`src/rtl/divider_seq_nr.sv`:
```
// Sequential non-restoring unsigned divider: one quotient bit per clock,
// valid/ready handshakes on both sides and divide-by-zero flagging.
module divider_seq_nr #(
    parameter int DIVIDEND_W = 8,
    parameter int DIVISOR_W  = 4
) (
    input  logic                  clk,
    input  logic                  rst_n,
    input  logic                  in_valid,
    output logic                  in_ready,
    input  logic [DIVIDEND_W-1:0] dividend,
    input  logic [DIVISOR_W-1:0]  divisor,
    output logic                  out_valid,
    input  logic                  out_ready,
    output logic [DIVIDEND_W-1:0] quotient,
    output logic [DIVISOR_W-1:0]  remainder,
    output logic                  div_by_zero
);
    localparam int N  = DIVIDEND_W;
    localparam int M  = DIVISOR_W;
    localparam int CW = (N > 1) ? $clog2(N) : 1;

    typedef enum logic [1:0] {IDLE, CALC, FIX, DONE} state_t;

    state_t                state_q;
    logic [CW-1:0]         cnt_q;
    logic signed [M:0]     p_q;
    logic [N-1:0]          q_q;
    logic [M-1:0]          b_q;
    logic                  zero_q;
    logic                  in_ready_q;
    logic                  out_valid_q;
    logic [N-1:0]          quot_q;
    logic [M-1:0]          rem_q;
    logic                  dbz_q;

    logic signed [M:0]     b_ext;
    logic signed [M:0]     p_sh;
    logic signed [M:0]     p_d;
    logic [N-1:0]          q_d;
    logic signed [M:0]     p_fix;

    // P only needs M+1 bits: the true value after each step lies in [-B, B-1],
    // so the MSB lost by the shift is recovered by wrap-around arithmetic.
    always_comb begin
        b_ext = signed'({1'b0, b_q});
        p_sh  = signed'({p_q[M-1:0], q_q[N-1]});
        p_d   = p_q[M] ? (p_sh + b_ext) : (p_sh - b_ext);
        q_d   = {q_q[N-2:0], ~p_d[M]};
        p_fix = p_q[M] ? (p_q + b_ext) : p_q;
    end

    always_ff @(posedge clk or negedge rst_n) begin
        if (!rst_n) begin
            state_q     <= IDLE;
            cnt_q       <= '0;
            p_q         <= '0;
            q_q         <= '0;
            b_q         <= '0;
            zero_q      <= 1'b0;
            in_ready_q  <= 1'b1;
            out_valid_q <= 1'b0;
            quot_q      <= '0;
            rem_q       <= '0;
            dbz_q       <= 1'b0;
        end else begin
            case (state_q)
                IDLE: begin
                    if (in_valid) begin
                        in_ready_q <= 1'b0;
                        b_q        <= divisor;
                        q_q        <= dividend;
                        p_q        <= '0;
                        cnt_q      <= CW'(N - 1);
                        zero_q     <= (divisor == '0);
                        // Divide-by-zero skips the iterations and only uses the load step.
                        state_q    <= (divisor == '0) ? FIX : CALC;
                    end
                end
                CALC: begin
                    p_q   <= p_d;
                    q_q   <= q_d;
                    cnt_q <= cnt_q - 1'b1;
                    if (cnt_q == '0) begin
                        state_q <= FIX;
                    end
                end
                FIX: begin
                    quot_q      <= zero_q ? '1 : q_q;
                    rem_q       <= zero_q ? '0 : p_fix[M-1:0];
                    dbz_q       <= zero_q;
                    out_valid_q <= 1'b1;
                    state_q     <= DONE;
                end
                DONE: begin
                    if (out_ready) begin
                        out_valid_q <= 1'b0;
                        in_ready_q  <= 1'b1;
                        state_q     <= IDLE;
                    end
                end
                default: state_q <= IDLE;
            endcase
        end
    end

    assign in_ready    = in_ready_q;
    assign out_valid   = out_valid_q;
    assign quotient    = quot_q;
    assign remainder   = rem_q;
    assign div_by_zero = dbz_q;
endmodule

```
`config.mk`:
```
export PLATFORM = sky130hd
export DESIGN_NAME = divider_seq_nr
export DESIGN_NICKNAME = d
export VERILOG_FILES = /design/src/rtl/divider_seq_nr.sv
export SDC_FILE = /design/constraint.sdc
export NUM_CORES = 1
export LEC_CHECK = 0
export CAP_MARGIN = 0
export CELL_PAD_IN_SITES_DETAIL_PLACEMENT = 0
export CELL_PAD_IN_SITES_GLOBAL_PLACEMENT = 2
export CORE_ASPECT_RATIO = 1.4
export CORE_MARGIN = 1.5
export CORE_UTILIZATION = 35
export CTS_BUF_LIST = sky130_fd_sc_hd__clkbuf_4
export DETAILED_ROUTE_END_ITERATION = 16
export PLACE_DENSITY = 0.9
export RECOVER_POWER = 100
export SLEW_MARGIN = 15
export SYNTH_ARGS = -nofsm -noshare
export SYNTH_HDL_FRONTEND = slang
export SYNTH_SLANG_ARGS = --single-unit
```
`constraint.sdc`:
```
create_clock -name clk -period 2.85 [get_ports clk]
set_clock_uncertainty 0.1 [all_clocks]
set_input_delay 0.285 -clock clk [delete_from_list [all_inputs] [get_ports clk]]
set_output_delay 0.285 -clock clk [all_outputs]
set_load 0.02 [all_outputs]
```
Yosys cells after proc, flatten, opt, wreduce, memory -nomap -nowiden
Index checks and enable logic that the tools add are counted.
{"block": "totals", "regBits": 38, "input_bits": 16, "out_inout_bits": 15, "wordCells": 53}
{"block": "op_classes", "n_addsub": 4, "eq_ne": 6, "n_mux": 20, "bitwise_logic": 1, "n_reduce_logical": 11}
{"operator": "$mux 8", "count": 2}
{"operator": "$pmux 8 s2", "count": 1}
{"operator": "$mux 5", "count": 2}
{"operator": "$pmux 5 s2", "count": 1}
{"operator": "$mux 2", "count": 4}
{"operator": "$mux 4", "count": 2}
{"operator": "$pmux 2 s4", "count": 1}
{"operator": "$ne 2x2->1 const B", "count": 3}
{"operator": "$pmux 3 s2", "count": 1}
{"operator": "$reduce_and 2->1", "count": 3}
{"operator": "$reduce_and 3->1", "count": 2}
{"operator": "$reduce_bool 2->1", "count": 3}
{"operator": "$add 5x5->5", "count": 1}
{"operator": "$sub 5x5->5", "count": 1}
{"operator": "$add 4x4->4", "count": 1}
{"operator": "$eq 2x2->1 const B", "count": 2}
{"operator": "$logic_not 4->1", "count": 1}
{"operator": "$pmux 1 s2", "count": 2}
{"operator": "$logic_not 3->1", "count": 1}
{"operator": "$mux 1", "count": 3}
{"operator": "$mux 3", "count": 1}
{"operator": "$sub 3x1->3 const B", "count": 1}
{"operator": "$eq 2x1->1 const B", "count": 1}
{"operator": "$logic_not 2->1", "count": 1}
{"operator": "$not 1->1", "count": 1}

Logic depth before layout (Yosys ltp)
{"block": "depth", "word_depth": 4, "ltp_mapped": 9, "depth_no_buf": 9}

Least setup slack after synthesis
OpenSTA, ideal clock, no wires.
{"block": "synth_path", "kind": "reg-to-reg", "from": "reg b_q[1]", "to": "reg p_q[4]", "setup_ps": 124, "arrival_ps": 1985, "t_required_ps": 2626, "setup_slack_ps": 641, "path_stages_with_launch": 10, "path_buffers": 0, "synth_period_minus_slack_ps": 2209, "cell_sequence": "dfrtp_1 > inv_1 > ha_1 > nor2_1 > xor2_1 > ha_1 > nor2b_1 > o21a_1 > o2111a_1 > a211o_1"}
{"block": "synth_between", "elab_chain_cells": 3, "elab_cells_between_ends": 4, "classes_between": "add/sub (2); mux (2)"}
{"element": "start, declared", "line_no": "29", "source": "logic [M-1:0] b_q;"}
{"element": "start signal, assigned", "line_no": "71", "source": "b_q <= divisor;"}
{"element": "$sub 5x5->5 or $add 5x5->5 (tied branches)", "line_no": "48", "source": "p_d = p_q[M] ? (p_sh + b_ext) : (p_sh - b_ext);"}
{"element": "$mux 5 (*)", "line_no": "48"}
{"element": "$pmux 5 s2 (*)", "line_no": "67", "source": "case (state_q)"}
{"element": "end signal, assigned", "line_no": "81", "source": "p_q <= p_d;"}
{"element": "end, declared", "line_no": "27", "source": "logic signed [M:0] p_q;"}
Mark *: on every way between the ends. The rest lies on a longest branch, timed or not.
A chain may end at the register's enable or synchronous reset.

Worst setup path in the final report
Same ends and word-level chain as after synthesis.

==> reports/metrics.csv <==
stage;metric;value;unit
clock_network;H-tree depth;2;
drt;max layer used;met4;
cells_and_area;final net count;265;
power_and_ir_drop;Total Power;2.79;mW
drt;met3 wire len;142;um
critical_path;Crit path max-delay family;compound AO/OA/AOI/OAI gates;
synthesis;main combinational cell family by area after synthesis;compound AO/OA/AOI/OAI gates;
run;max-cap violations;0;
synthesis;Seq/Total Area, Yosys;0.468;
floorplan;Die Span X;67.4;um
timing;Slew @ Worst Pin;0.951;ns
synthesis;syn_nets;232;
placed_design;IO buf count;30;
synthesis;simple-gate share of the synthesized area;0.105;
floorplan;die height;93.2;um
global_route;first-pass GRT wire length;7550;um
critical_path;CP max stage delay;0.47;ns
cells_and_area;design area;2470;um^2
timing;Final Hold Viols;0;
cells_and_area;final core utilization;0.444;
min_path;worst min-delay path class;flop to flop;
floorplan;die area;6290;um^2
drt;vias post-DR;1562;
power_and_ir_drop;worst vdd ir;0.486;mV
synthesis;number of synthesized flops with an enable pin;0;
placed_design;DP HPWL;3290;um
drt;Vias/cell;5.19;
critical_path;CP Data Required Time;3.01;ns
drt;routed wire length;4410;um
global_route;Tot GR Track Use;0.160;
min_path;hold path depth;1;
synthesis;post-synthesis async set-or-reset flop share;1.00;
clock_network;clock tree root driver cell;clkbuf_4;
floorplan;io pins;31;
timing;setup repair after global routing missed its margin;no;
critical_path;Slowest cell on crit path;dfrtp_1;
global_route;vias in the first global route;1602;
timing;# setup viols final;0;
global_route;largest net degree at the start of global routing;39;
timing;count of pins over their slew limit;0;
clock_network;TritonCTS clock tree;yes;
global_route;initial antenna violation count;0;
timing;period utilization;0.826;
clock_network;Clock Sinks;38;
drt;Initial DRC Count;83;
drt;wire length on met1;1920;um
critical_path;Critical Path Start Type;flop;
clock_network;clk buf depth;2;
timing;Slew HR;0.359;
cells_and_area;Layout Area Growth over Synthesis;21.4;%
synthesis;mux contribution to synthesized area;0.0486;
synthesis;Compound-Gate Fraction of Synth Area;0.196;
timing;fmax;425;MHz
floorplan;core area;5570;um^2
timing;Final min period;2.35;ns
critical_path;depth of the most critical reg-to-reg path;9;
critical_path;Stages on worst setup path;9;
cells_and_area;share of layout cells above drive strength 1;0.103;
placed_design;Post-DP Area;2400;um^2
synthesis;Post-Synthesis Cells;199;
floorplan;row cnt;32;
critical_path;CP max FO;6;
drt;DR pass1 iterations;4;
synthesis;FF+latch count, synth;38;
cells_and_area;diode count;0;
synthesis;Post-synth top flop;dfrtp_1;
clock_network;total CTS buffers;5;
drt;routed length per instance;14.6;um
critical_path;critical path type;flop to flop;
synthesis;adder-cell area share of the yosys netlist;0.112;
synthesis;Yosys warnings;0;
synthesis;Post-Syn Area;2030;um^2
cells_and_area;commonest non-fill, non-tap cell in the layout;dfrtp_1;
critical_path;CP Cell Sequence;inv_1 -> ha_1 -> nor2_1 -> xor2_1 -> ha_1 -> nor2b_1 -> o21a_1 -> o2111a_1 -> a211o_1;
synthesis;synth unique cells;41;
timing;setup TNS;0;ns
critical_path;arrival time of the worst setup path;2.51;ns
clock_network;Clock transition at path regs;0.12;ns
synthesis;xor/xnor share of the synthesized area;0.0215;
drt;Final ANT Viol Nets;0;
clock_network;# resized after CTS;0;
power_and_ir_drop;Power Density;1130;nW/um^2
clock_network;Worst-Skew Late Latency;0.35;ns
drt;DRC;0;
critical_path;CP endpoint kind;flop;
power_and_ir_drop;Lkg Pwr;1.06;nW
status;status;completed;
global_route;global route overflow;0;
critical_path;most used cell, CP;ha_1;
cells_and_area;commonest non-fill, non-tap cells in the layout;dfrtp_1, nor2_1, a21oi_1, o22ai_1;
placed_design;Placer Congestion;0.808;
synthesis;synthesized area per cell;10.2;um^2
floorplan;Initial Utilization;0.366;
drt;routed wl met2;2300;um
critical_path;sum of buffers and inverters on the critical path;1;
==> sequential cells by signal, indices dropped and copies added (netlist names) <==
name	flops
div_by_zero	1
remainder	4
in_ready	1
out_valid	1
state_q	2
cnt_q	3
p_q	5
b_q	4
q_q	8
quotient	8
zero_q	1
==> final cells by class <==
class,count,area (um^2)
Tap cell,68,85.1
Fill cell,563,3100
Multi-Input combinational cell,136,982
Clock inverter,2,13.8
Timing Repair Buffer,35,332
Sequential cell,38,952
Inverter,16,60.1
Clock buffer,6,45.0
==> path summary, 6_finish.rpt <==
check / from / end / slack (ns)
setup / recovery: b_q[1] / p_q[4] / 0.50
hold / removal: div_by_zero / div_by_zero / 0.42
setup reg to reg: b_q[1] / p_q[4] / 0.50
hold reg to reg: div_by_zero / div_by_zero / 0.42
max in group asynchronous: rst_n / p_q[1] / 1.65
min in group asynchronous: rst_n / quotient[3] / 0.46
==> power breakdown <==
part	internal, mW	switching (mW)	leakage [nW]	total (mW)
Clock	0.106	0.184	0.0356	0.290
Sequential	0.767	0.214	0.431	0.981
Combinational	0.698	0.824	0.597	1.52
==> worst reg2reg max path: stages, from the launching register on <==
cell	delay (ns)
dfrtp_1	0.47
inv_1	0.07
ha_1	0.19
nor2_1	0.12
xor2_1	0.20
ha_1	0.28
nor2b_1	0.14
o21a_1	0.21
o2111a_1	0.26
a211o_1	0.22
==> through the flow <==
step	instances	hold slack [ns]	setup WS [ns]
after CTS	301	0.429	0.487
final	301	0.415	0.496
after floorplan	199	-0.111	0.641
after global routing	301	0.441	0.328
after global placement	292	0.341	0.558
after detailed placement	292	0.352	0.506
==> cells in the mapped netlist (2+ instances only) <==
cell,number,area [um^2]
dfrtp_1,37,926
nor2_1,20,75.1
a21oi_1,19,95.1
o22ai_1,18,113
inv_1,16,60.1
ha_1,15,188
nand2_1,8,30.0
o21ai_0,8,40.0
mux2_2,7,78.8
clkbuf_1,5,18.8
nand2b_1,5,31.3
xor2_1,4,35.0
a22oi_1,2,15.0
buf_2,2,10.0
fa_1,2,40.0
mux2i_1,2,20.0
nand3b_1,2,15.0
nor3_1,2,10.0
o211ai_1,2,15.0
o22a_1,2,17.5
==> cells by family (layout without fill, tap and decap cells) <==
family / after synthesis / in the layout
muxes: 9 / 9
xor gates and xnor gates: 5 / 5
and+or+nand+nor: 44 / 44
AOI/OAI and AO/OA: 61 / 61
buffers and inverters: 25 / 59
DFF: 38 / 38
adders and majority gates: 17 / 17
==> routing by layer <==
layer,vias to the layer above,GRT usage
li1,778,-
met5,-,0
met4,0,0.0629
met3,4,0.0337
met1,746,0.206
met2,34,0.257
==> repair_timing <==
action,in CTS,in global routing
hold endpoints to repair,37,0
buffers inserted,0,0
hold buffers,1,0
Power figures use the tool's default switching activity.
